===== src/rtl/ysyx_25020047_commit_unit.sv =====
// Commit unit: owns the GPR file and PC, retires WBU bundles, hands next PC to IFU.
// Optional same-cycle write bypass on the read ports: YSYX_25020047_WB_BYPASS_EN.
module ysyx_25020047_commit_unit #(
  parameter logic [31:0] RESET_PC = 32'h8000_0000,
  parameter int          NR_REGS  = 32
) (
  input  logic        clk,
  input  logic        rst_n,
  input  logic        wb_valid,
  output logic        wb_ready,
  input  logic [4:0]  wb_rd,
  input  logic        wb_wen,
  input  logic [31:0] wb_wdata,
  input  logic [31:0] wb_dnpc,
  input  logic        wb_halt,
  input  logic [4:0]  rs1_addr,
  output logic [31:0] rs1_data,
  input  logic [4:0]  rs2_addr,
  output logic [31:0] rs2_data,
  output logic [31:0] pc,
  output logic        pc_valid,
  input  logic        ifu_ready,
  output logic        halted,
  output logic [63:0] instret
);

  localparam int IW = (NR_REGS > 1) ? $clog2(NR_REGS) : 1;
  localparam logic [5:0] NR = 6'(NR_REGS);

  typedef enum logic [1:0] {
    FETCH,
    EXEC,
    HALT
  } state_t;

  state_t      state;
  state_t      state_nxt;
  logic [31:0] gpr [NR_REGS];
  logic        accept;
  logic        wr_ok;

  assign accept = wb_valid && wb_ready;
  assign wr_ok  = wb_wen && (wb_rd != 5'd0)
                && ({1'b0, wb_rd} < NR);

  always_comb begin
    state_nxt = state;
    wb_ready  = 1'b0;
    pc_valid  = 1'b0;
    halted    = 1'b0;
    unique case (state)
      FETCH: begin
        pc_valid = 1'b1;
        if (ifu_ready) state_nxt = EXEC;
      end
      EXEC: begin
        wb_ready = 1'b1;
        if (wb_valid)
          state_nxt = wb_halt ? HALT : FETCH;
      end
      HALT: begin
        halted = 1'b1;
      end
      default: state_nxt = FETCH;
    endcase
  end

  always_ff @(posedge clk or negedge rst_n) begin
    if (!rst_n) begin
      state   <= FETCH;
      pc      <= RESET_PC;
      instret <= '0;
    end else begin
      state <= state_nxt;
      if (accept) begin
        pc      <= wb_dnpc & ~32'h3;
        instret <= instret + 64'd1;
      end
    end
  end

  always_ff @(posedge clk or negedge rst_n) begin
    if (!rst_n) begin
      for (int i = 0; i < NR_REGS; i++)
        gpr[i] <= '0;
    end else if (accept && wr_ok) begin
      gpr[wb_rd[IW-1:0]] <= wb_wdata;
    end
  end

  function automatic logic [31:0] rd_port(
    input logic [4:0] a
  );
    logic [31:0] v;
    v = '0;
    if (a != 5'd0 && {1'b0, a} < NR)
      v = gpr[a[IW-1:0]];
`ifdef YSYX_25020047_WB_BYPASS_EN
    if (accept && wr_ok && a == wb_rd)
      v = wb_wdata;
`endif
    return v;
  endfunction

  assign rs1_data = rd_port(rs1_addr);
  assign rs2_data = rd_port(rs2_addr);

endmodule


===== config.mk =====
export PLATFORM = sky130hd
export DESIGN_NAME = ysyx_25020047_commit_unit
export DESIGN_NICKNAME = d
export VERILOG_FILES = /design/src/rtl/ysyx_25020047_commit_unit.sv
export SDC_FILE = /design/constraint.sdc
export NUM_CORES = 2
export LEC_CHECK = 0
export CAP_MARGIN = 0
export CORE_ASPECT_RATIO = 2
export CORE_UTILIZATION = 67
export CTS_BUF_LIST = sky130_fd_sc_hd__clkbuf_4 sky130_fd_sc_hd__clkbuf_8
export DETAILED_ROUTE_END_ITERATION = 16
export DONT_BUFFER_PORTS = 1
export PLACE_DENSITY = 0.91
export SLEW_MARGIN = 10
export SYNTH_ARGS = -nofsm -noshare
export SYNTH_HDL_FRONTEND = slang
export SYNTH_SLANG_ARGS = --single-unit

===== constraint.sdc =====
create_clock -name clk -period 5.3 [get_ports clk]
set_clock_uncertainty 0.05 [all_clocks]
set_input_delay 1.59 -clock clk [delete_from_list [all_inputs] [get_ports clk]]
set_output_delay 1.59 -clock clk [all_outputs]
set_load 0.05 [all_outputs]

==> summary.md <==
| Metric | Value |
|---|---|
| Largest fanout on the critical path | 259 |
| Source of the critical timing path | rs1_addr[1] |
| Site row count | 153 |
| Start-to-end type of the worst setup path | input pin to primary output |
| Met1 routing resource usage after global routing | 0.476 |
| CTS Sinks | 1120 |
| Area delta synth->final | 10.3% |
| Initial drt markers | 5197 |
| Met2 Resource Use GR | 0.669 |
| Count of flip-flops with a built-in enable after synthesis | 0 |
| Startpoint class of the critical path | input pin |
| Top-level I/O count | 248 |
| Number of different library cells in the post-synthesis netlist | 56 |
| Number of iterations in the first detailed-routing pass | 7 |
| Maximum VDD drop | 307 µV |
| Clock tree from TritonCTS | built |
| Transition at the pin with the smallest max-transition slack | 1.35 ns |
| NumNets Final | 4034 |
| Final hold violation count | 0 |
| Crit share post-route | 1.06 |
| Via count | 40100 |
| Number of global-route vias before repair | 43100 |
| FFs w/ async S/R, synth | 1.00 |
| Post-route insts no fill | 5230 |
| Die Area | 88700 µm² |
| Post-layout min period | 5.59 ns |
| Setup Buffers After CTS | 0 |
| Gp weighted congestion | 0.882 |
| Worst-case setup slack after placement | -0.0403 ns |
| Ranking of synthesized cells by instance count | sky130_fd_sc_hd__dfrtp_1 (1119), sky130_fd_sc_hd__mux2_2 (952), sky130_fd_sc_hd__mux4_2 (453) |
| Global-route wire length before repair | 277000 µm |
| Maximum number of pins on one net before global-route repair | 1121 |
| Number of buffers added by the clock tree synthesis step | 155 |
| Initial cell density of the core | 0.676 |
| Routed len/inst | 36.2 µm |
| Clock input transition at the sequential cells of the worst setup and hold paths | 0.06 ns |
| Arrival time at the worst endpoint | 3.95 ns |
| Number of inserted filler cells in the final layout | 4696 |
| Sequential element share of the synthesized area | 0.478 |
| Leading cell types by total area after synthesis | sky130_fd_sc_hd__dfrtp_1 (48%), sky130_fd_sc_hd__mux2_2 (18%), sky130_fd_sc_hd__mux4_2 (17%), sky130_fd_sc_hd__mux2i_1 (2.3%), sky130_fd_sc_hd__mux2_4 (1.5%) |
| Core Footprint | 86700 µm² |
| Port buffer count | 0 |
| Met3 global-route usage | 0.139 |
| Width of the die | 211 µm |
| Most frequent cell after synthesis | sky130_fd_sc_hd__dfrtp_1 |
| Max Cap Viol | 0 |
| Count of hold-fix buffers inserted at cts | 0 |
| Unrepaired setup endpoints after global routing | false |
| Launch point of the worst hold path | gpr[1015] |
| Routed Antenna Nets | 0 |
| Worst min-delay path class | flop to flop |
| Highest Clock Rate | 179 MHz |
| Fin. max-slew vios | 0 |
| Antenna violations before repair | 2 |
| RR Startpoint | state[1] |
| GRT Resource Usage Total | 0.434 |
| Placed Instances | 4947 |
| Seq cells post-synth | 1120 |
| Via-per-instance ratio | 7.68 |
| Predominant post-synthesis flop cell | sky130_fd_sc_hd__dfrtp_1 |
| Violations in the final reports | setup timing |
| Min Hold Slack | 0.328 ns |
| Share of post-route cells with drive strength above 1 | 0.497 |
| Relative slew margins | 0.103 |
| Sort of element at the end of the critical path | primary output |
| Wirelength, routed | 189000 µm |
| Detailed placer's ending HPWL | 104000 µm |
| Remaining routing DRC violations | 0 |
| Total of cells resized after clock tree synthesis | 3 |
| Die extent in y | 420 µm |
| Leakage power | 30.0 nW |
| Leading area contributor after synthesis | sky130_fd_sc_hd__dfrtp_1 |
| Max Root-Sink Buffers | 3 |
| Skew-Pair Late Insertion Delay | 0.86 ns |
| Root Buffer | sky130_fd_sc_hd__clkbuf_8 |
| Area share of the largest cell type after synthesis | 0.478 |
| Global route hottest layer | met2 |
| Req. time, crit path | 3.66 ns |
| Final setup viols | 7 |
| Syn_area_per_cell | 14.4 µm² |
| Total of warnings raised by yosys | 0 |
| Synthesized instance count | 4057 |
| Mapped cell area | 58600 µm² |
| Power density over the cells | 341 nW/µm² |
| Total grt overflow | 0 |
| Final worst setup slack | -0.292 ns |
| Status | complete, but fails checks |
| Level count of the clock H-tree | 4 |
## where the power goes
group / switching (mW) / leakage, nW / internal [mW]
Sequential: 1.37 / 15.3 / 9.62
Combinational: 1.64 / 12.9 / 2.07
Clock: 3.49 / 1.79 / 3.87
## layout by cell type, fill, tap and decap left out, types with 38 or more instances in the layout
cell type                  netlist  routed
sky130_fd_sc_hd__nor2b_1        47      41
sky130_fd_sc_hd__nor2_1         94      71
sky130_fd_sc_hd__clkbuf_4        0      43
sky130_fd_sc_hd__mux2_2        952     952
sky130_fd_sc_hd__a21oi_1        62      61
sky130_fd_sc_hd__o22ai_1        47      47
sky130_fd_sc_hd__mux4_2        453     453
sky130_fd_sc_hd__nand2_1       154     152
sky130_fd_sc_hd__mux2i_1       137     137
sky130_fd_sc_hd__buf_12          0      73
sky130_fd_sc_hd__dfrtp_1      1119    1119
sky130_fd_sc_hd__a211oi_1       61      48
sky130_fd_sc_hd__mux2_4         60      60
sky130_fd_sc_hd__clkbuf_8        0     198
sky130_fd_sc_hd__a22oi_1        39      38
sky130_fd_sc_hd__buf_4          24      92
## per-layer routing
metal,wire (µm),up-vias
li1,-,15100
met1,55800,20500
met2,88300,3258
met3,23900,1199
met4,21100,2
met5,11,-
## flip-flops by register name, summed over array words and instances, names as in the netlist
register / flops
instret: 64
gpr: 1024
state: 2
pc: 30
## area by class of cell
type	instances	area [µm²]	share of cell area
Multi-Input combinational cell	2485	29400	0.455
Tap cell	1162	1450	0.0225
Inverter	13	48.8	0.000755
Clock inverter	33	312	0.00482
Timing Repair Buffer	173	2350	0.0363
Sequential cell	1120	28000	0.434
Clock buffer	241	3050	0.0472
Antenna cell	3	7.51	0.000116
## through the flow
step                      cell area [µm²]  power [mW]  utilization  TNS (ns)
final                               64600        22.0        0.745    -0.720
after global routing                64600        22.7        0.745         0
after CTS                           64400        21.8        0.743         0
after detailed placement            61100        14.4        0.704   -0.0403
after global placement              61100        14.2        0.704         0
after floorplan                     59200        13.6            -   -0.0846
## cell families (layout without fill, tap and decap cells)
group	after synthesis	count (layout)	share of synthesized area
muxes	1618	1618	0.399
AOI/OAI and AO/OA	315	315	0.0367
buffers and inverters	453	460	0.0351
adders and majority gates	1	1	0.000213
other	1	5	0.0000640
DFF	1120	1120	0.478
xor gates and xnor gates	63	63	0.00941
and+or+nand+nor	486	486	0.0416
## worst max-delay path, stage by stage
cell and delay [ns]:
sky130_fd_sc_hd__nor2_2 0.80, sky130_fd_sc_hd__a221oi_1 0.15, sky130_fd_sc_hd__o21ai_0 0.14, sky130_fd_sc_hd__and3_1 0.61
sky130_fd_sc_hd__nor4_4 0.12, sky130_fd_sc_hd__buf_4 0.23
## final timing paths
path                           endpoint  slack (ns)  depth (start not counted)
max reg2reg                     gpr[25]        1.49                          6
min in group asynchronous        pc[23]        0.67                          1
max in group asynchronous      gpr[818]        0.93                          5
max                        rs1_data[18]       -0.29                          6
min                           gpr[1015]        0.33                          0
min reg2reg                   gpr[1015]        0.33                          0
No activity file was read; power rests on OpenSTA's default activity.
